**src/rtl/dmem_pkg.sv**
```systemverilog
// Package shared by the data-memory arbiter files.
// Contents: default widths/depth, FSM state encoding and the master id constants.
package dmem_pkg;

    localparam int unsigned DefAw    = 32;
    localparam int unsigned DefDw    = 32;
    localparam int unsigned DefDepth = 32;

    typedef enum logic [1:0] {
        StIdle   = 2'd0,
        StAccess = 2'd1,
        StResp   = 2'd2
    } state_e;

    typedef logic master_id_t;

    localparam master_id_t M0 = 1'b0;  // CPU load/store stage
    localparam master_id_t M1 = 1'b1;  // debug/DMA loader

endpackage

```
**src/rtl/dmem_arbiter_if.sv**
```systemverilog
// Bus bundle between the two requesters, the arbiter and the single-port data memory.
// Signals:
//   m0_*/m1_*  req, we, addr, wdata, lock (requester -> arbiter); ack, err, rdata (arbiter -> requester)
//   mem_*      addr, datain, we (arbiter -> memory); dataout (memory -> arbiter)
//   busy       arbiter FSM not idle
// Modports: master = requester/memory environment side, slave = arbiter side.
interface dmem_arbiter_if #(
    parameter int unsigned AW = 32,
    parameter int unsigned DW = 32
);
    logic          m0_req;
    logic          m0_we;
    logic [AW-1:0] m0_addr;
    logic [DW-1:0] m0_wdata;
    logic          m0_lock;
    logic          m0_ack;
    logic          m0_err;
    logic [DW-1:0] m0_rdata;

    logic          m1_req;
    logic          m1_we;
    logic [AW-1:0] m1_addr;
    logic [DW-1:0] m1_wdata;
    logic          m1_lock;
    logic          m1_ack;
    logic          m1_err;
    logic [DW-1:0] m1_rdata;

    logic [AW-1:0] mem_addr;
    logic [DW-1:0] mem_datain;
    logic          mem_we;
    logic [DW-1:0] mem_dataout;

    logic          busy;

    modport master (
        output m0_req, m0_we, m0_addr, m0_wdata, m0_lock,
        output m1_req, m1_we, m1_addr, m1_wdata, m1_lock,
        output mem_dataout,
        input  m0_ack, m0_err, m0_rdata,
        input  m1_ack, m1_err, m1_rdata,
        input  mem_addr, mem_datain, mem_we, busy
    );

    modport slave (
        input  m0_req, m0_we, m0_addr, m0_wdata, m0_lock,
        input  m1_req, m1_we, m1_addr, m1_wdata, m1_lock,
        input  mem_dataout,
        output m0_ack, m0_err, m0_rdata,
        output m1_ack, m1_err, m1_rdata,
        output mem_addr, mem_datain, mem_we, busy
    );

endinterface

```
**src/rtl/dmem_rr_pick.sv**
```systemverilog
// Two-way round-robin pick (combinational).
// Ports:
//   req        [1:0] request per master (bit 0 = M0, bit 1 = M1)
//   last_grant       master granted most recently
//   lock_owner [1:0] one-hot lock holder, 0 = none
//   grant            chosen master (meaningful only when req != 0)
module dmem_rr_pick
    import dmem_pkg::*;
(
    input  logic [1:0] req,
    input  master_id_t last_grant,
    input  logic [1:0] lock_owner,
    output master_id_t grant
);

    always_comb begin
        grant = M0;
        if (req[0] && lock_owner[0]) begin
            grant = M0;
        end else if (req[1] && lock_owner[1]) begin
            grant = M1;
        end else if (req[0] && req[1]) begin
            grant = (last_grant == M0) ? M1 : M0;
        end else if (req[1]) begin
            grant = M1;
        end else begin
            grant = M0;
        end
    end

endmodule

```
**src/rtl/dmem_arbiter.sv**
```systemverilog
// Two-port arbiter/sequencer in front of the single-port data memory.
// One access at a time: IDLE -> ACCESS -> RESP -> IDLE, or IDLE -> RESP for a misaligned or
// out-of-range address (no memory access). Round-robin between M0 and M1, one-cycle ack pulse.
// Optional feature macro: DMEM_ARB_LOCK_EN (keep-grant lock); without it the lock inputs are
// ignored and arbitration is pure round-robin.
// Ports:
//   clk   rising-edge clock
//   rst   asynchronous active-high reset
//   bus   dmem_arbiter_if.slave: both requester ports, memory port and busy
module dmem_arbiter
    import dmem_pkg::*;
#(
    parameter int unsigned AW    = DefAw,
    parameter int unsigned DW    = DefDw,
    parameter int unsigned DEPTH = DefDepth
) (
    input  logic           clk,
    input  logic           rst,
    dmem_arbiter_if.slave  bus
);

    localparam logic [AW-1:0] MaxAddr = AW'(DEPTH * 4 - 4);

    state_e        state_q, state_d;
    master_id_t    gnt_q;
    master_id_t    last_grant_q;
    logic          we_q;
    logic          err_q;
    logic [AW-1:0] addr_q;
    logic [DW-1:0] wdata_q;
    logic [DW-1:0] m0_rdata_q, m1_rdata_q;

    logic [1:0]    req;
    logic [1:0]    lock_owner;
    master_id_t    grant;
    logic          sel_we;
    logic [AW-1:0] sel_addr;
    logic [DW-1:0] sel_wdata;
    logic          sel_err;

    assign req = {bus.m1_req, bus.m0_req};

    dmem_rr_pick u_pick (
        .req        (req),
        .last_grant (last_grant_q),
        .lock_owner (lock_owner),
        .grant      (grant)
    );

    always_comb begin
        sel_we    = (grant == M0) ? bus.m0_we    : bus.m1_we;
        sel_addr  = (grant == M0) ? bus.m0_addr  : bus.m1_addr;
        sel_wdata = (grant == M0) ? bus.m0_wdata : bus.m1_wdata;
        sel_err   = (sel_addr[1:0] != 2'b00) || (sel_addr > MaxAddr);
    end

    always_comb begin
        state_d = state_q;
        unique case (state_q)
            StIdle:   if (|req) state_d = sel_err ? StResp : StAccess;
            StAccess: state_d = StResp;
            StResp:   state_d = StIdle;
            default:  state_d = StIdle;
        endcase
    end

    always_ff @(posedge clk or posedge rst) begin
        if (rst) begin
            state_q      <= StIdle;
            gnt_q        <= M0;
            last_grant_q <= M1;  // M0 wins the first contention after reset
            we_q         <= 1'b0;
            err_q        <= 1'b0;
            addr_q       <= '0;
            wdata_q      <= '0;
            m0_rdata_q   <= '0;
            m1_rdata_q   <= '0;
        end else begin
            state_q <= state_d;
            if (state_q == StIdle && |req) begin
                gnt_q        <= grant;
                last_grant_q <= grant;
                we_q         <= sel_we;
                err_q        <= sel_err;
                addr_q       <= sel_addr;
                wdata_q      <= sel_wdata;
            end
            if (state_q == StAccess && !we_q) begin
                if (gnt_q == M0) m0_rdata_q <= bus.mem_dataout;
                else             m1_rdata_q <= bus.mem_dataout;
            end
        end
    end

`ifdef DMEM_ARB_LOCK_EN
    logic [1:0] lock_owner_q, lock_owner_d;
    logic       gnt_lock;

    always_comb begin
        lock_owner_d = lock_owner_q;
        gnt_lock     = (gnt_q == M0) ? bus.m0_lock : bus.m1_lock;
        unique case (state_q)
            // An owner that stops requesting while idle gives up the lock.
            StIdle: lock_owner_d = lock_owner_q & req;
            StResp: begin
                if (err_q || !gnt_lock) lock_owner_d = 2'b00;
                else                    lock_owner_d = (gnt_q == M0) ? 2'b01 : 2'b10;
            end
            default: lock_owner_d = lock_owner_q;
        endcase
    end

    always_ff @(posedge clk or posedge rst) begin
        if (rst) lock_owner_q <= 2'b00;
        else     lock_owner_q <= lock_owner_d;
    end

    assign lock_owner = lock_owner_q;
`else
    logic unused_lock;
    assign unused_lock = bus.m0_lock ^ bus.m1_lock;
    assign lock_owner  = 2'b00;
`endif

    // Memory port is only driven during ACCESS so reset drops mem_we immediately.
    assign bus.mem_we     = (state_q == StAccess) && we_q;
    assign bus.mem_addr   = (state_q == StAccess) ? addr_q  : '0;
    assign bus.mem_datain = (state_q == StAccess) ? wdata_q : '0;

    assign bus.m0_ack   = (state_q == StResp) && (gnt_q == M0);
    assign bus.m1_ack   = (state_q == StResp) && (gnt_q == M1);
    assign bus.m0_err   = bus.m0_ack && err_q;
    assign bus.m1_err   = bus.m1_ack && err_q;
    assign bus.m0_rdata = m0_rdata_q;
    assign bus.m1_rdata = m1_rdata_q;
    assign bus.busy     = (state_q != StIdle);

endmodule

```
**src/flat_wrapper.sv**
```systemverilog
// flat-port wrapper written by rule: the top's interface ports become plain ports
module dmem_arbiter_flat import dmem_pkg::*;
#(
    parameter int unsigned AW    = DefAw,
    parameter int unsigned DW    = DefDw,
    parameter int unsigned DEPTH = DefDepth
)
  (clk, rst, bus_m0_req, bus_m0_we, bus_m0_addr, bus_m0_wdata, bus_m0_lock, bus_m1_req, bus_m1_we, bus_m1_addr, bus_m1_wdata, bus_m1_lock, bus_mem_dataout, bus_m0_ack, bus_m0_err, bus_m0_rdata, bus_m1_ack, bus_m1_err, bus_m1_rdata, bus_mem_addr, bus_mem_datain, bus_mem_we, bus_busy);
  dmem_arbiter_if #(.AW(AW), .DW(DW)) bus_i ();
  input  logic clk;
  input  logic rst;
  input wire logic [$bits(bus_i.m0_req)-1:0] bus_m0_req;
  input wire logic [$bits(bus_i.m0_we)-1:0] bus_m0_we;
  input wire logic [$bits(bus_i.m0_addr)-1:0] bus_m0_addr;
  input wire logic [$bits(bus_i.m0_wdata)-1:0] bus_m0_wdata;
  input wire logic [$bits(bus_i.m0_lock)-1:0] bus_m0_lock;
  input wire logic [$bits(bus_i.m1_req)-1:0] bus_m1_req;
  input wire logic [$bits(bus_i.m1_we)-1:0] bus_m1_we;
  input wire logic [$bits(bus_i.m1_addr)-1:0] bus_m1_addr;
  input wire logic [$bits(bus_i.m1_wdata)-1:0] bus_m1_wdata;
  input wire logic [$bits(bus_i.m1_lock)-1:0] bus_m1_lock;
  input wire logic [$bits(bus_i.mem_dataout)-1:0] bus_mem_dataout;
  output wire logic [$bits(bus_i.m0_ack)-1:0] bus_m0_ack;
  output wire logic [$bits(bus_i.m0_err)-1:0] bus_m0_err;
  output wire logic [$bits(bus_i.m0_rdata)-1:0] bus_m0_rdata;
  output wire logic [$bits(bus_i.m1_ack)-1:0] bus_m1_ack;
  output wire logic [$bits(bus_i.m1_err)-1:0] bus_m1_err;
  output wire logic [$bits(bus_i.m1_rdata)-1:0] bus_m1_rdata;
  output wire logic [$bits(bus_i.mem_addr)-1:0] bus_mem_addr;
  output wire logic [$bits(bus_i.mem_datain)-1:0] bus_mem_datain;
  output wire logic [$bits(bus_i.mem_we)-1:0] bus_mem_we;
  output wire logic [$bits(bus_i.busy)-1:0] bus_busy;
  assign bus_i.m0_req = bus_m0_req;
  assign bus_i.m0_we = bus_m0_we;
  assign bus_i.m0_addr = bus_m0_addr;
  assign bus_i.m0_wdata = bus_m0_wdata;
  assign bus_i.m0_lock = bus_m0_lock;
  assign bus_i.m1_req = bus_m1_req;
  assign bus_i.m1_we = bus_m1_we;
  assign bus_i.m1_addr = bus_m1_addr;
  assign bus_i.m1_wdata = bus_m1_wdata;
  assign bus_i.m1_lock = bus_m1_lock;
  assign bus_i.mem_dataout = bus_mem_dataout;
  assign bus_m0_ack = bus_i.m0_ack;
  assign bus_m0_err = bus_i.m0_err;
  assign bus_m0_rdata = bus_i.m0_rdata;
  assign bus_m1_ack = bus_i.m1_ack;
  assign bus_m1_err = bus_i.m1_err;
  assign bus_m1_rdata = bus_i.m1_rdata;
  assign bus_mem_addr = bus_i.mem_addr;
  assign bus_mem_datain = bus_i.mem_datain;
  assign bus_mem_we = bus_i.mem_we;
  assign bus_busy = bus_i.busy;
  dmem_arbiter #(.AW(AW), .DW(DW), .DEPTH(DEPTH)) u_core (.clk(clk), .rst(rst), .bus(bus_i));
endmodule
```
**config.mk**
```make
export PLATFORM = sky130hd
export DESIGN_NAME = dmem_arbiter_flat
export DESIGN_NICKNAME = d
export VERILOG_FILES = /design/src/rtl/dmem_pkg.sv /design/src/rtl/dmem_arbiter_if.sv /design/src/rtl/dmem_rr_pick.sv /design/src/rtl/dmem_arbiter.sv /design/src/flat_wrapper.sv
export SDC_FILE = /design/constraint.sdc
export NUM_CORES = 1
export LEC_CHECK = 0
export CAP_MARGIN = 40
export CORE_ASPECT_RATIO = 0.8
export CORE_MARGIN = 3
export CORE_UTILIZATION = 35
export DETAILED_ROUTE_END_ITERATION = 7
export PLACE_DENSITY_LB_ADDON = 0.25
export SYNTH_ARGS = -nofsm -noshare
export SYNTH_HDL_FRONTEND = slang
export SYNTH_SLANG_ARGS = --single-unit
```
**constraint.sdc**
```tcl
create_clock -name clk -period 5.15 [get_ports clk]
set_clock_uncertainty 0.15 [all_clocks]
set_input_delay 0.515 -clock clk [delete_from_list [all_inputs] [get_ports clk]]
set_output_delay 0.515 -clock clk [all_outputs]
set_load 0.01 [all_outputs]
```
[Yosys cells after proc, flatten, opt, wreduce, memory -nomap -nowiden]
Cells that the tools add are included.
W data, S select, Z words.
Cells by class
  equality and inequality tests: 3
  order comparisons: 1
  multiplexer cells: 11
  bitwise logic cells: 1
  reduce and logical (&&, ||, !) cells: 16
Operator list (number)
  $mux W32: 4
  $gt A32 B7 Y1 const B: 1
  $logic_and A1 B1 Y1: 8
  $mux W1: 4
  $mux W2: 2
  $pmux W2 S2: 1
  $reduce_and A2 Y1: 2
  $reduce_bool A2 Y1: 2
  $eq A2 B1 Y1 const B: 1
  $eq A2 B2 Y1 const B: 1
  $logic_not A2 Y1: 1
  $ne A2 B1 Y1 const B: 1
  $reduce_or A2 Y1: 1
  $logic_not A1 Y1: 1
  $logic_or A1 B1 Y1: 1
  $not A1 Y1: 1
Word-level totals
  output and inout bits: 134
  bits in registers: 134
  logic and storage cells: 41
  input bits: 168

[Longest topological paths before layout]
  word-level depth: 8
  gate-level depth with buffers: 6
  gate-level depth less buffers: 4

[Cells and area by module]
A second synthesis with hierarchy kept.
Second synthesis, totals
  cells, all modules: 541
  area, all modules: 6218.5 µm²
By module, submodules not included
  dmem_arbiter: seq. area each 3354.5 µm², area each 6200.9 µm², times used 1, cells an instance 538
  dmem_rr_pick: seq. area each 0.0 µm², area each 17.5 µm², times used 1, cells an instance 3

[Least setup slack after synthesis]
No wires, ideal clock.
  kind: register -> output
  from: register u_core.state_q[0]
  to: output bus_mem_addr[0]
  path buffers: 2
  data arrival time: 1.211 ns
  cell stages (with the launch flop): 6
  required time: 4.485 ns
  slack: 3.274 ns
  cells stage by stage: dfrtp_1 > inv_2 > nor2_1 > clkbuf_1 > clkbuf_1 > and2_1
On the way
  cells in the longest elaborated chain, start to end: 2
RTL lines
  start: declaration: line dmem_arbiter.sv:24  | state_e state_q, state_d;
  start signal: assignment: line dmem_arbiter.sv:69  | state_q <= StIdle;
  start signal: assignment: line dmem_arbiter.sv:79  | state_q <= state_d;
  $eq A2 B1 Y1: line dmem_arbiter.sv:127  | assign bus.mem_addr = (state_q == StAccess) ? addr_q : '0;
  $mux W32: line dmem_arbiter.sv:127
  end: declaration: line flat_wrapper.sv:29  | output wire logic [$bits(bus_i.mem_addr)-1:0] bus_mem_addr;
Every way passes these cells.

[Worst setup path after layout]
  from: register u_core.state_q[0]
  to: output bus_mem_addr[27]
Same word-level chain as after synthesis.

==> flow_summary.toml <==
[route]
first_pass_iters = 4
routed_wl_mm = 17.94
num_vias = 5074
drc = 0
wl_per_cell_um = 16.89
first_iter_violations = 191
antenna_left = 0
routed_via_density = 4.778

[global_routing]
grt_overflow = 0
top_usage_layer = "met2"
grt_usage = 0.1851
grt_pass1_wl_mm = 28.71
use_met1 = 0.2243
grt_max_degree = 84
antenna_found_initial = 1
use_met3 = 0.05078
grt_pass1_vias = 5320
met2_usage = 0.3134

[setup_path]
crit_chain = "inv_2 -> nor2_4 -> buf_16 -> and2_1 -> clkdlybuf4s50_1"
slowest_stage = "nor2_4"
required_ns = 4.49
crit_path_max_fanout = 36
cpPeakStageDelay_ns = 0.60
arrival_ns = 2.48
end_kind = "output pin"
start_kind = "flip-flop"
crit_type = "reg -> out"

[final_layout]
layout_commonest_cell = "clkdlybuf4s50_1"
post-route-util = 0.5909
antennaDiodeCount = 0
n_fill_cell = 1391
mostFrequentLayoutCells = "clkdlybuf4s50_1 (299), dfrtp_1 (133), nor2_1 (69), and2_1 (67)"
area_growth_pct = 61.50
layout-drive-gt1-share = 0.1283
stdcell_area_um2 = 9998
final_nets = 998

[timing]
fin_setup_tns_ns = 0
setup_ws_ns = 2.008
hold_violations = 0
worstMarginPinSlew_ns = 0.8299
post-route-period-util = 0.6100
min_period_ns = 3.142
fmax_mhz = 318.3
rsz0062_at_grt = "no"
slew_headroom = 0.4467
finalMaxSlewViolations = 0
setup_viol = 0

[power_and_ir_drop]
leakagePower_nw = 4.266
vdd_drop_max_uv = 205.8
powerDensity_nw_per_um2 = 289.7

[hold_path]
hold_path_class = "in -> async"

[die]
dieArea_um2 = 19330
dieHeight_um = 125.0
start_util = 0.3659
num_rows = 42
ios = 302
core_um2 = 16920
dieWidth_um = 154.7

[cts]
cts-resized-gates = 0
cts_setup_buffers = 0
tritoncts_num_sinks = 134
clk_latency_ns = 0.40
cts_hold_buf = 0
clkTransAtPathRegs_ns = 0.05
cts_tree = "done"
htree_num_levels = 4
ctsLongestPathBuffers = 2
cts-root-buf = "clkbuf_16"
cts_buffers = 17

[logic_synthesis]
synth_seq_area_share = 0.5418
avgSynthCellArea_um2 = 11.49
synth.distinct_cells = 29
synth_top_area_share = 0.5376
ys_warn_count = 0
syn_area_um2 = 6191
synth_seq_cells = 134
yosys-top-cells-area = "dfrtp_1 (54%), mux2_2 (11%), mux2i_1 (11%)"
syn_nets = 707
synth.largest_area_cell = "dfrtp_1"
netlist_instances = 539

[place]
dpl-instance-area_um2 = 9394
place_congestion = 0.8899
io_buffer_count = 299
pre_cts_slack_ns = 2.094
dp.final_hpwl_mm = 13.68

[run_status]
status = "completed"

[run]
maxCapViolCount = 0
==> worst paths after layout <==
kind / start / to / slack [ns] / depth (start not counted)
min reg2reg: u_core.bus.m0_rdata[16] / u_core.bus.m0_rdata[16] / 0.34 / 1
max in group asynchronous: rst / u_core.addr_q[31] / 3.78 / 3
max: u_core.state_q[0] / bus_mem_addr[27] / 2.01 / 5
min: rst / u_core.bus.m0_rdata[29] / 0.31 / 2
min in group clk: u_core.bus.m0_rdata[16] / u_core.bus.m0_rdata[16] / 0.34 / 1
max reg2reg: u_core.state_q[1] / u_core.addr_q[8] / 2.52 / 5
==> synth_stat cells, drive strengths merged <==
library cell,count
a21boi,1
a21oi,66
a311oi,1
a31oi,2
and2,67
and3,1
buf,28
clkbuf,8
dfrtp,133
dfstp,1
inv,4
mux2,64
mux2i,66
nand2,3
nand4,3
nor2,70
nor2b,1
nor3,2
nor4,14
o21a,1
o21ai,2
or4,1
==> routing by layer <==
layer / up-vias / wire, um
li1: 2447 / -
met1: 2422 / 7381
met2: 169 / 8931
met3: 34 / 1138
met4: 2 / 477
met5: - / 13
==> cell type report <==
cell class,count,area [um2],share of cell area
inverter,4,20.02,0.002002
sequential,134,3354,0.3355
tap,220,275.3,0.02753
clock buffer,19,452.9,0.04530
clock inverter,12,151.4,0.01514
timing repair buffer,308,3100,0.3101
multi-input combinational,365,2644,0.2644
==> cells by family after synthesis <==
logic type / count (synthesis) / synth area share
buffers and inverters: 40 / 0.03537
flip-flops: 134 / 0.5418
AO/OA/AOI/OAI: 73 / 0.06083
AND/OR/NAND/NOR: 162 / 0.1388
multiplexers: 130 / 0.2231
==> flip-flops by register name, summed over array words and instances, names as in the netlist <==
signal	flops
u_core.gnt_q	1
u_core.we_q	1
u_core.last_grant_q	1
u_core.err_q	1
u_core.bus.m1_rdata	32
u_core.state_q	2
u_core.bus.m0_rdata	32
u_core.wdata_q	32
u_core.addr_q	32
==> power by group <==
group	internal, mW	switching, mW
Sequential	1.17	0.0591
Combinational	0.232	0.199
Clock	0.785	0.457
==> through the flow <==
step,power [mW],cells,hold slack (ns)
3_3_place_gp,1.657,1029,0.3214
6_report,2.897,1062,0.3115
2_1_floorplan,1.469,539,0.3356
4_1_cts,2.933,1062,0.3076
3_5_place_dp,1.680,1031,0.3319
5_1_grt,3.042,1062,0.3167
==> critical path, delay by kind of cell, from the launching register on <==
kind	cells	cell delay, ns
and+or+nand+nor	2	0.75
buffers and inverters	3	0.91
DFF	1	0.41
No activity file was read; power rests on OpenSTA's default activity.
